$ cat src/rtl/cmd_issuer.sv
`default_nettype none
// ============================================================================
// Module      : cmd_issuer
// Description : Host command FIFO feeding the control FSM one stable word per
//               capture strobe; substitutes NOP when empty or halted.
// Revision    : 1.0 - initial release
// ============================================================================
module cmd_issuer #(
    parameter int         DEPTH   = 4,
    parameter logic [6:0] NOP_CMD = 7'b0000111
) (
    input  logic                     clk,
    input  logic                     rst,
    input  logic [6:0]               host_cmd,
    input  logic                     host_valid,
    output logic                     host_ready,
    input  logic                     datain_reg_en,
    input  logic                     invalid_data,
    input  logic                     halt_on_err,
    input  logic                     resume,
    output logic [6:0]               cmd_out,
    output logic                     cmd_is_nop,
    output logic [$clog2(DEPTH):0]   level,
    output logic [7:0]               issued_count,
    output logic [7:0]               err_count,
    output logic [6:0]               err_cmd,
    output logic                     halted
);

    localparam int                 c_PTR_W   = $clog2(DEPTH);
    localparam int                 c_LVL_W   = c_PTR_W + 1;
    localparam logic [c_LVL_W-1:0] c_FULL    = c_LVL_W'(DEPTH);
    localparam logic [c_LVL_W-1:0] c_LVL_ONE = c_LVL_W'(1);
    localparam logic [c_PTR_W-1:0] c_PTR_ONE = c_PTR_W'(1);

    typedef enum logic [1:0] {
        ST_EMPTY  = 2'd0,
        ST_ACTIVE = 2'd1,
        ST_HALTED = 2'd2
    } state_t;

    state_t               r_state;
    logic                 r_halted;
    logic [6:0]           r_mem [DEPTH];
    logic [c_PTR_W-1:0]   r_wr_ptr;
    logic [c_PTR_W-1:0]   r_rd_ptr;
    logic [c_LVL_W-1:0]   r_level;
    logic [6:0]           r_cmd_out;
    logic                 r_cmd_is_nop;
    logic [7:0]           r_issued_count;
    logic [7:0]           r_err_count;
    logic [6:0]           r_err_cmd;

    logic                 w_ready;
    logic                 w_push;
    logic                 w_pop;
    logic                 w_err_halt;
    logic [c_LVL_W-1:0]   w_level_nxt;
    state_t               w_run_state;

    assign w_ready    = (r_level != c_FULL);
    assign w_push     = host_valid && w_ready;
    // Popping requires ACTIVE; the level guard only protects the read pointer.
    assign w_pop      = datain_reg_en && (r_state == ST_ACTIVE) && (r_level != '0);
    assign w_err_halt = invalid_data && halt_on_err;

    always_comb begin
        w_level_nxt = r_level;
        case ({w_push, w_pop})
            2'b10:   w_level_nxt = r_level + c_LVL_ONE;
            2'b01:   w_level_nxt = r_level - c_LVL_ONE;
            default: w_level_nxt = r_level;
        endcase
    end

    assign w_run_state = (w_level_nxt != '0) ? ST_ACTIVE : ST_EMPTY;

    // An error outranks resume, so a same-cycle error keeps the block halted.
    always_ff @(posedge clk or negedge rst) begin
        if (!rst) begin
            r_state  <= ST_EMPTY;
            r_halted <= 1'b0;
        end else if (w_err_halt) begin
            r_state  <= ST_HALTED;
            r_halted <= 1'b1;
        end else if ((r_state == ST_HALTED) && !resume) begin
            r_state  <= ST_HALTED;
            r_halted <= 1'b1;
        end else begin
            r_state  <= w_run_state;
            r_halted <= 1'b0;
        end
    end

    // Storage needs no reset: occupancy and pointers define what is valid.
    always_ff @(posedge clk) begin
        if (w_push) begin
            r_mem[r_wr_ptr] <= host_cmd;
        end
    end

    always_ff @(posedge clk or negedge rst) begin
        if (!rst) begin
            r_wr_ptr <= '0;
            r_rd_ptr <= '0;
            r_level  <= '0;
        end else begin
            r_level <= w_level_nxt;
            if (w_push) begin
                r_wr_ptr <= r_wr_ptr + c_PTR_ONE;
            end
            if (w_pop) begin
                r_rd_ptr <= r_rd_ptr + c_PTR_ONE;
            end
        end
    end

    always_ff @(posedge clk or negedge rst) begin
        if (!rst) begin
            r_cmd_out      <= NOP_CMD;
            r_cmd_is_nop   <= 1'b1;
            r_issued_count <= 8'd0;
        end else if (datain_reg_en) begin
            if (w_pop) begin
                r_cmd_out      <= r_mem[r_rd_ptr];
                r_cmd_is_nop   <= 1'b0;
                r_issued_count <= r_issued_count + 8'd1;
            end else begin
                r_cmd_out    <= NOP_CMD;
                r_cmd_is_nop <= 1'b1;
            end
        end
    end

    // err_cmd captures the word before any same-cycle strobe reloads it.
    always_ff @(posedge clk or negedge rst) begin
        if (!rst) begin
            r_err_count <= 8'd0;
            r_err_cmd   <= 7'd0;
        end else if (invalid_data) begin
            r_err_cmd <= r_cmd_out;
            if (r_err_count != 8'hFF) begin
                r_err_count <= r_err_count + 8'd1;
            end
        end
    end

    assign host_ready   = w_ready;
    assign cmd_out      = r_cmd_out;
    assign cmd_is_nop   = r_cmd_is_nop;
    assign level        = r_level;
    assign issued_count = r_issued_count;
    assign err_count    = r_err_count;
    assign err_cmd      = r_err_cmd;
    assign halted       = r_halted;

endmodule
`default_nettype wire

$ cat config.mk
export PLATFORM = sky130hd
export DESIGN_NAME = cmd_issuer
export DESIGN_NICKNAME = d
export VERILOG_FILES = /design/src/rtl/cmd_issuer.sv
export SDC_FILE = /design/constraint.sdc
export NUM_CORES = 1
export LEC_CHECK = 0
export CAP_MARGIN = 10
export CORE_MARGIN = 2
export CORE_UTILIZATION = 50
export CTS_CLUSTER_DIAMETER = 30
export DETAILED_ROUTE_END_ITERATION = 12
export DONT_BUFFER_PORTS = 1
export GPL_ROUTABILITY_DRIVEN = 0
export GPL_TIMING_DRIVEN = 0
export PLACE_DENSITY = 0.66
export SYNTH_ARGS = -nofsm -noshare
export SYNTH_HDL_FRONTEND = slang
export SYNTH_SLANG_ARGS = --single-unit
$ cat constraint.sdc
create_clock -name clk -period 2.9 [get_ports clk]
set_clock_uncertainty 0.2 [all_clocks]
set_input_delay 0.58 -clock clk [delete_from_list [all_inputs] [get_ports clk]]
set_output_delay 0.58 -clock clk [all_outputs]
set_load 0.02 [all_outputs]
==> metrics.txt, run 1 <==
cell area after synthesis=2828 um2; number of global-route vias before repair=1579; Post-Syn Instances=187; Post-Layout Cell Count=277; largest net degree at the start of global routing=41; first-pass GRT wire length=7955 um; crit end category=flop; grt ovf=0; number of synthesized register bits=68; Cell Count Post-Placement=259; top cell type by total area after synthesis=dfrtp_1; CTS Buf Count=9; Crit path largest cell delay=470 ps; critical path's slowest cell=dfrtp_1; Die Y=79.20 um; Comb power frac=23.8%; Worst Hold Class=in -> reg; Final Max Slew Viols=0; DR pass1 iterations=4; final total power=3.457 mW; H-tree Lvls=3; sequential share of power=54.4%; WP data required=2930 ps; CTS tree=built; clock root buffer=clkbuf_8; Post-Synth Adder-Cell Area=3.805%; crit-path cells=or3_1 -> buf_6 -> clkinv_4 -> buf_12 -> ha_2 -> inv_1 -> fa_1 -> mux2i_1 -> or2_2 -> o21ba_2; Worst Setup Slack, final=98.85 ps; Routed Antenna Nets=0; Cell Rows=27; Worst-Margin Slew=564.5 ps; clk sinks=68; synth warn=0; Synth Area in XOR/XNOR=5.531%; PwrDens=1094 nW/um2; Post-Syn Area per Cell=15.12 um2; share of layout cells above drive strength 1=24.39%; hold path start=host_cmd[6]; switching power=1.257 mW; internal power=2.200 mW; drt drc=0; status=complete, no violations; relative slew slack=62.37%; ranking of synthesized cells by area=dfrtp_1, edfxtp_1, mux4_2, mux2_2, dfstp_2; Sw Ratio=36.36%; routed len/inst=17.66 um; nets=222; final core utilization=57.75%; CORE AREA=5473 um2; IO Pins=50; post-synthesis sequential area ratio=65.31%; crit path from=halted; count of cell types in the netlist=37; count of input and output buffers=0; fraction of registers with async set/reset=58.82%; crit path time final=2801 ps; Routed WL=4893 um; RSZ-0062 raised after global routing=no; largest family of logic cells by synthesized area=multiplexers; initial antenna violation count=0; critical path launch point type=flop; Starting DRT DRC Count=103; number of synthesized flops with an enable pin=28; VDD IR max=0.4437 mV; Synthesized Nets=209; drt via density=5.375; final setup vio count=0; fin crit share=96.59%; Top FF cell, synth=dfrtp_1; Critical Path AT=2830 ps; Via Count=1489; Post CTS Setup Buffer Count=0; clock tree buffer depth=2; post-synth top area share=31.86%; worst slack, placed=-139.8 ps; Area growth, synth to finish=11.77%; CP Max Fanout=10; FF-to-FF Start=halted; Synth Area in Simple Gates=8.673%; Max Cap Violations=0; hold violation count in the final report=0; Fill cells=444; Worst-Skew Late Latency=340 ps; Max Clock Freq=357.0 MHz; Synth Area in Compound Gates=2.832%; antenna fix cells=0; mux cell area share after synthesis=10.27%; Die W=79.20 um; Clk pin slew, worst setup/hold paths=70 ps; clock share of power=21.9%; die footprint=6273 um2; critical path type=reg -> reg; Total GRT Usage=17.59%; post-DP HPWL=3448 um; cell leakage power=1.275 nW; Initial Utilization=51.67%
==> kinds of logic (layout without fill, tap and decap cells) <==
| group | count (synthesis) | after routing |
|---|---|---|
| xor gates and xnor gates | 17 | 17 |
| AOI/OAI and AO/OA | 12 | 12 |
| and+or+nand+nor | 45 | 45 |
| buffers and inverters | 18 | 36 |
| DFF | 68 | 68 |
| muxes | 19 | 19 |
| adders and majority gates | 8 | 8 |
==> metrics by stage <==
| step | instance area (um2) | TNS, ps | hold slack [ps] |
|---|---|---|---|
| floorplan | 2828 | 0 | 84.41 |
| global placement | 2918 | -97.64 | 85.37 |
| detailed placement | 2918 | -139.8 | 85.38 |
| CTS | 3156 | 0 | 119.9 |
| global route | 3161 | 0 | 117.1 |
| finish | 3161 | 0 | 136.5 |
==> state kept, by name (all words and copies together) (netlist names) <==
register	count
cmd_is_nop	1
cmd_out	7
err_cmd	7
err_count	8
halted	1
issued_count	8
level	3
r_mem	28
r_rd_ptr	2
r_state	1
r_wr_ptr	2
==> power groups by stage <==
stage / Clock (mW) / Sequential (mW) / Combinational (mW)
6_report: 0.756 / 1.88 / 0.822
5_1_grt: 0.825 / 1.93 / 0.921
4_1_cts: 0.780 / 1.88 / 0.835
3_5_place_dp: 0 / 1.90 / 0.812
3_3_place_gp: 0 / 1.87 / 0.764
2_1_floorplan: 0 / 1.80 / 0.669
==> metal layers <==
| layer | up-vias | part of all wire [%] | global-route usage (%) |
|---|---|---|---|
| li1 | 685 | - | - |
| met1 | 748 | 41 | 21.56 |
| met2 | 43 | 49 | 26.86 |
| met3 | 13 | 6.5 | 5.568 |
| met4 | 0 | 3.1 | 11.55 |
| met5 | - | 0 | 0 |
==> cells in the mapped netlist (5+ instances only) <==
cell and instances:
and3_1 6, dfrtp_1 36, edfxtp_1 28, ha_1 7
inv_1 11, mux2_2 10, mux4_2 7, nand2_1 15
nand3_1 5, nor2_1 7, xnor2_1 11, xor2_1 5
==> final cells by class <==
type                            instances  area (um2)  share of cell area [%]
Multi-Input combinational cell        101       887.1                   28.07
Sequential cell                        68        1851                   58.55
Buffer                                  6       51.30                   1.623
Tap cell                               72       90.09                   2.850
Inverter                               12       50.05                   1.584
Clock buffer                           16       201.4                   6.374
Timing Repair Buffer                    2       30.03                  0.9501
==> what timing repair did <==
item	CTS	global route
endpoints found under the hold margin	40	0
pin swaps	0	1
hold buffers	2	0
resized for setup	2	3
endpoints found under the setup margin	1	1
==> placed cells by master, fill, tap and decap left out, drive strengths merged, types with 2 or more instances in the layout <==
cell type   n
nand4       4
o21ai       4
ha          7
mux4        7
xor2        5
o22a        3
and4        2
dfstp       4
nand3       5
clkbuf     17
buf         6
edfxtp     28
mux2i       2
inv        11
and3        6
xnor2      12
nand2      15
nor2        7
dfrtp      36
a21oi       3
nor3        2
mux2       10
==> final timing paths <==
check	slack, ps	to	cells past startpoint
min in group asynchronous	510	err_count[2]	2
max in group asynchronous	1740	cmd_out[0]	2
min reg2reg	340	cmd_is_nop	2
max reg2reg	100	r_state[0]	10
max	100	r_state[0]	10
min	140	r_mem[3][6]	0
==> critical path, delay by kind of cell, from the launching register on <==
| kind | cells | cell delay [ps] |
|---|---|---|
| AO/OA/AOI/OAI | 1 | 200 |
| AND/OR/NAND/NOR | 2 | 700 |
| adder cells (fa/ha/maj) | 2 | 650 |
| multiplexers | 1 | 70 |
| flip-flops | 1 | 470 |
| buffers and inverters | 4 | 390 |
(Power assumes the default switching activity.)
==> inputs of run 2 (changes only) <==
--- a/config.mk
+++ b/config.mk
@@ -5,15 +5,16 @@
 export SDC_FILE = /design/constraint.sdc
 export NUM_CORES = 1
 export LEC_CHECK = 0
+export ABC_CLOCK_PERIOD_IN_PS = 2900
 export CAP_MARGIN = 10
 export CORE_MARGIN = 2
-export CORE_UTILIZATION = 50
+export CORE_UTILIZATION = 42
 export CTS_CLUSTER_DIAMETER = 30
 export DETAILED_ROUTE_END_ITERATION = 12
 export DONT_BUFFER_PORTS = 1
 export GPL_ROUTABILITY_DRIVEN = 0
 export GPL_TIMING_DRIVEN = 0
-export PLACE_DENSITY = 0.66
+export PLACE_DENSITY = 0.57
 export SYNTH_ARGS = -nofsm -noshare
 export SYNTH_HDL_FRONTEND = slang
 export SYNTH_SLANG_ARGS = --single-unit
==> metrics.txt, run 2 (synthesis gave the netlist of run 1 again) <==
GRT busiest layer=met2; fin crit share=95.18% (-1.4 points); cell leakage power=1.291 nW (+1.3%); relative slew slack=60.65% (-1.7 points); critical path launch point type=flop; CTS Buf Count=9 (unchanged); hold_ws=136.8 ps (+0.2190 ps); Initial Utilization=44.03% (-7.6 points); antenna fix cells=0 (unchanged); Worst Hold Class=in -> reg; Largest Register=r_mem; share of layout cells above drive strength 1=25.60% (+1.2 points); drt via density=5.239 (-2.5%); routed len/inst=17.45 um (-1.2%); WP data required=2930 ps (about the same); CP Max Fanout=10 (unchanged); Max Cap Violations=0 (unchanged); critical path type=reg -> reg; most frequent cells in the layout=dfrtp_1, edfxtp_1, nand2_1; grt ovf=0 (unchanged); RSZ-0062 raised after global routing=no; Worst Setup Slack, final=139.9 ps (+41.06 ps); VDD IR max=0.4156 mV (-6.3%); drt drc=0 (unchanged); clock tree buffer depth=2 (unchanged); crit path time final=2760 ps (-41.06 ps); nets=224 (+0.90%); number of global-route vias before repair=1542 (-2.3%); Area growth, synth to finish=13.50%; max FFs per register=28 (unchanged); Worst-Skew Late Latency=330 ps (about the same); hold violation count in the final report=0 (unchanged); Clk pin slew, worst setup/hold paths=70 ps (about the same); final setup vio count=0 (unchanged); crit end category=flop; H-tree Lvls=3 (unchanged); Max Clock Freq=362.3 MHz (+1.5%); final total power=3.512 mW (+1.6%); most common cell after layout, fill and taps aside=dfrtp_1; CORE AREA=6422 um2 (+17%); met1 Use GR=16.25% (-5.3 points); first-pass GRT wire length=7893 um (-0.78%); CTS tree=built; largest net degree at the start of global routing=41 (unchanged); GRT met2 Usage=23.82% (-3.0 points); Total GRT Usage=14.60% (-3.0 points); DR pass1 iterations=4 (unchanged); final core utilization=49.97% (-7.8 points); die footprint=7405 um2 (+18%); Cell Rows=29 (+7.4%); worst slack, placed=-161.5 ps (-21.67 ps); initial antenna violation count=0 (unchanged); count of input and output buffers=0 (unchanged); Routed Antenna Nets=0 (unchanged); Starting DRT DRC Count=63 (-39%); status=complete, no violations; IO Pins=50 (unchanged); Critical Path AT=2790 ps (-40 ps); Die W=86.05 um (+8.6%); post-DP HPWL=3531 um (+2.4%); Die Y=86.05 um (+8.6%); Via Count=1488 (-0.067%); PwrDens=1094 nW/um2 (about the same); clock root buffer=clkbuf_8; clk sinks=68 (unchanged); Final Max Slew Viols=0 (unchanged); Worst-Margin Slew=590.3 ps (+25.78 ps); Routed WL=4955 um (+1.3%); GR Util met3=8.085% (+2.5 points)
-- run 2: cell count changes in the layout (fill, tap and decap cells not counted), sizes merged --
cell  change
buf       +2
-- run 2: final cells by class --
type | count | area [um2]
Sequential cell | 68 | 1851
Fill cell | 551 | 3213
Buffer | 6 | 51.30
Inverter | 12 | 50.05
Multi-Input combinational cell | 101 | 904.6
Clock buffer | 16 | 211.5
Timing Repair Buffer | 4 | 45.04
Tap cell | 77 | 96.34
-- run 2: metal layers --
metal,vias up,routed length (um)
met1,731,1975
met3,7,408
met4,0,63
met2,53,2508
li1,697,-
met5,-,0
-- run 2: power by group --
part	switching, mW	leakage [nW]	internal, mW
clock	0.324	0.108	0.458
combinational	0.421	0.449	0.435
sequential	0.522	0.734	1.35
-- run 2: stage by stage --
stage	std cells	cell area, um2	TNS (ps)
floorplan	187	2828	0
global placement	264	2924	-108.4
detailed placement	264	2924	-161.5
CTS	282	3174	0
global route	284	3209	0
finish	284	3209	0
-- run 2: timing repair --
item | in CTS | in global routing
pin swaps | 0 | 1
hold buffers | 2 | 0
buffers inserted | 0 | 2
endpoints found under the setup margin | 1 | 1
gates resized for setup | 4 | 3
endpoints found under the hold margin | 40 | 0
-- run 2: path summary, 6_finish.rpt --
kind                        startpoint           end  slack (ps)  cells after the start
setup / recovery              level[2]    r_state[0]         140                     11
hold / removal             host_cmd[1]   r_mem[1][1]         140                      0
setup reg to reg              level[2]    r_state[0]         140                     11
hold reg to reg             cmd_is_nop    cmd_is_nop         360                      2
max in group asynchronous          rst    cmd_out[0]        1730                      2
min in group asynchronous          rst  err_count[5]         510                      2
-- run 2: critical path, stage by stage, from the launching register on --
cell	delay (ps)
dfrtp_2	480
nor3_1	80
or3_1	330
buf_6	160
clkinv_4	60
buf_12	120
ha_4	130
inv_1	50
fa_1	490
mux2i_1	80
or2_2	280
o21ba_2	190
==> inputs of run 3 (changes only) <==
--- a/config.mk
+++ b/config.mk
@@ -5,10 +5,12 @@
 export SDC_FILE = /design/constraint.sdc
 export NUM_CORES = 1
 export LEC_CHECK = 0
+export ABC_AREA = 1
 export ABC_CLOCK_PERIOD_IN_PS = 2900
 export CAP_MARGIN = 10
 export CORE_MARGIN = 2
 export CORE_UTILIZATION = 42
+export CTS_BUF_LIST = sky130_fd_sc_hd__clkbuf_2
 export CTS_CLUSTER_DIAMETER = 30
 export DETAILED_ROUTE_END_ITERATION = 12
 export DONT_BUFFER_PORTS = 1
==> metrics.txt, run 3 <==
Worst-Margin Slew=749.8 ps (+159.5 ps); Starting DRT DRC Count=85 (+35%); relative slew slack=49.83% (-11 points); cell area after synthesis=3067 um2 (+8.5%); synth warn=0 (unchanged); most frequent cells in the layout=nand2_1, inv_1, dfrtp_1; critical path's slowest cell=dfrtp_1; post-synth top area share=29.38% (-2.5 points); number of synthesized flops with an enable pin=28 (unchanged); Routed Antenna Nets=0 (unchanged); register area=1847 um2 (-0.20%); Via Count=2043 (+37%); Post-Syn Area per Cell=9.494 um2 (-37%); nets=366 (+63%); clock tree buffer depth=2 (unchanged); drt drc=0 (unchanged); critical path type=reg -> reg; routed len/inst=12.64 um (-28%); cell leakage power=1.632 nW (+26%); fraction of registers with async set/reset=58.82% (unchanged); WP data required=3130 ps (+200 ps); Critical Path AT=2860 ps (+70 ps); Max Clock Freq=381.0 MHz (+5.2%); Synthesized Nets=345 (+65%); most common cell after layout, fill and taps aside=nand2_1; final core utilization=47.08% (-2.9 points); multi-input combinational cell area=1003 um2 (+11%); Sw Ratio=42.80% (+6.7 points); top cell type by total area after synthesis=dfrtp_1; count of input and output buffers=0 (unchanged); CP Max Fanout=10 (unchanged); PwrDens=895.3 nW/um2 (-18%); crit path time final=2625 ps (-135.3 ps); post-synthesis sequential area ratio=60.22% (-5.1 points); Total Neg Setup Slack=0 ps (unchanged); Fill cells=697 (+26%); largest net degree at the start of global routing=41 (unchanged); drt via density=4.560 (-13%); count of cell types in the netlist=26 (-30%); Total GRT Usage=15.33% (+0.73 points); most frequent cell after synthesis=nand2_1; antenna fix cells=0 (unchanged); Largest Register=r_mem; DR pass1 iterations=4 (unchanged); cell mode on critical path=inv_1; number of global-route vias before repair=1953 (+27%); Final Max Slew Viols=0 (unchanged); VDD IR max=0.2693 mV (-35%); Comb power frac=28.0% (+3.6 points); Cell Rows=31 (+6.9%); Crit path largest cell delay=510 ps (+20 ps); max FFs per register=28 (unchanged); clock root buffer=clkbuf_2; IO Pins=50 (unchanged); CTS tree=built; status=complete, no violations; ranking of synthesized cells by area=dfrtp_1, edfxtp_1, nand2_1, inv_1, nor2_1; Area growth, synth to finish=10.16%; hold path start=datain_reg_en; Routed WL=5662 um (+14%); CTS Buf Count=9 (unchanged); Clk pin slew, worst setup/hold paths=180 ps (+110 ps); critical path launch point type=flop; Max Cap Violations=0 (unchanged); Die W=89.45 um (+4.0%); Worst Hold Class=in -> reg; crit path from=level[0]; sequential share of power=57.7% (+4.3 points); clk sinks=68 (unchanged); RSZ-0062 raised after global routing=no; share of layout cells above drive strength 1=10.60% (-15 points); Synth top cells by count=nand2_1, inv_1, dfrtp_1; Worst Path Buf+Inv=5 (+1); FF-to-FF Start=level[0]; clock share of power=14.3% (-8.0 points); crit end category=flop; initial antenna violation count=0 (unchanged); H-tree Lvls=3 (unchanged); internal power=1.730 mW (-23%); Die Y=89.45 um (+4.0%); post-DP HPWL=3970 um (+12%); first-pass GRT wire length=9142 um (+16%); Post-Syn Instances=323 (+73%); cts repair resizes=0 (-4); number of synthesized register bits=68 (unchanged); cell family with most CP delay=adder cells; Initial Utilization=42.74% (-1.3 points); crit-path cells=inv_1 -> nand3_1 -> nand2_4 -> inv_4 -> buf_6 -> ha_1 -> inv_1 -> fa_1 -> o21ai_0 -> nor2_1 -> nand3_1 -> nand2_1 -> inv_1; CORE AREA=7176 um2 (+12%); Top FF cell, synth=dfrtp_1; final setup vio count=0 (unchanged); fin crit share=90.51% (-4.7 points); switching power=1.294 mW (+2.1%); die footprint=8001 um2 (+8.1%); hold violation count in the final report=0 (unchanged); grt ovf=0 (unchanged); Worst-Skew Late Latency=480 ps (+150 ps)
[run 3: changes by cell type in the layout (fill, tap and decap cells not counted), sizes merged, moves of 10 or more]
cell   previous run  this run
nor2              7        34
nand3             5        15
inv              11        47
o21ai             4        15
mux2             10         0
nand2            15       110
[run 3: layout make-up]
class	instances	share of cell area (%)
flip-flops and latches	68	54.67
repair buffers	10	3.259
plain buffers	6	1.222
clock inverters	4	0.5185
well taps	99	3.667
clock buffers	12	1.778
multi-input cells	203	29.70
inverters	46	5.185
[run 3: kinds of logic (layout without fill, tap and decap cells)]
kind of cell	count (synthesis)	in the layout	synth area share, %
AND/OR/NAND/NOR	166	166	23.13
flip-flops	68	68	60.22
buffers and inverters	52	78	7.058
AO/OA/AOI/OAI	19	19	3.223
XOR/XNOR	10	10	2.856
adder cells (fa/ha/maj)	8	8	3.509
[run 3: repair_timing]
action	4_1_cts	5_1_grt
hold endpoints to repair	71	0
buffers inserted	0	0
hold buffers	10	0
[run 3: per-stage QoR]
| stage | std cells | power, mW | cell area (um2) | setup slack (ps) | hold WS [ps] |
|---|---|---|---|---|---|
| 6_report | 448 | 3.024 | 3378 | 275.2 | 38.36 |
| 5_1_grt | 448 | 3.271 | 3378 | 101.1 | 1.331 |
| 4_1_cts | 448 | 3.063 | 3378 | 267.5 | 0.3332 |
| 3_5_place_dp | 422 | 2.600 | 3191 | 319.1 | 85.57 |
| 3_3_place_gp | 422 | 2.580 | 3191 | 314.5 | 85.52 |
| 2_1_floorplan | 323 | 2.365 | 3067 | 510.2 | 84.41 |
[run 3: final timing paths]
| path | slack [ps] | to | cells past startpoint |
|---|---|---|---|
| worst max-delay path | 280 | r_state[0] | 13 |
| worst max register to register | 280 | r_state[0] | 13 |
| max in group asynchronous | 1870 | cmd_out[1] | 2 |
| min in group asynchronous | 340 | err_count[2] | 2 |
| worst min register to register | 350 | err_cmd[1] | 2 |
| worst min-delay path | 40 | cmd_out[1] | 2 |
[run 3: routing by layer]
layer  vias to the layer above  global-route usage (%)  share of wire (%)
met1                       943                   18.14                 44
met2                        41                   25.45                 49
met5                         -                       0                  0
met3                         8                   4.524                6.0
met4                         0                   7.598                1.6
li1                       1051                       -                  -
[run 3: power groups by stage]
stage	clock network, mW	registers (mW)	logic (mW)
4_1_cts	0.450	1.75	0.860
5_1_grt	0.494	1.79	0.987
6_report	0.433	1.74	0.847
3_3_place_gp	0	1.77	0.807
3_5_place_dp	0	1.78	0.825
2_1_floorplan	0	1.70	0.666
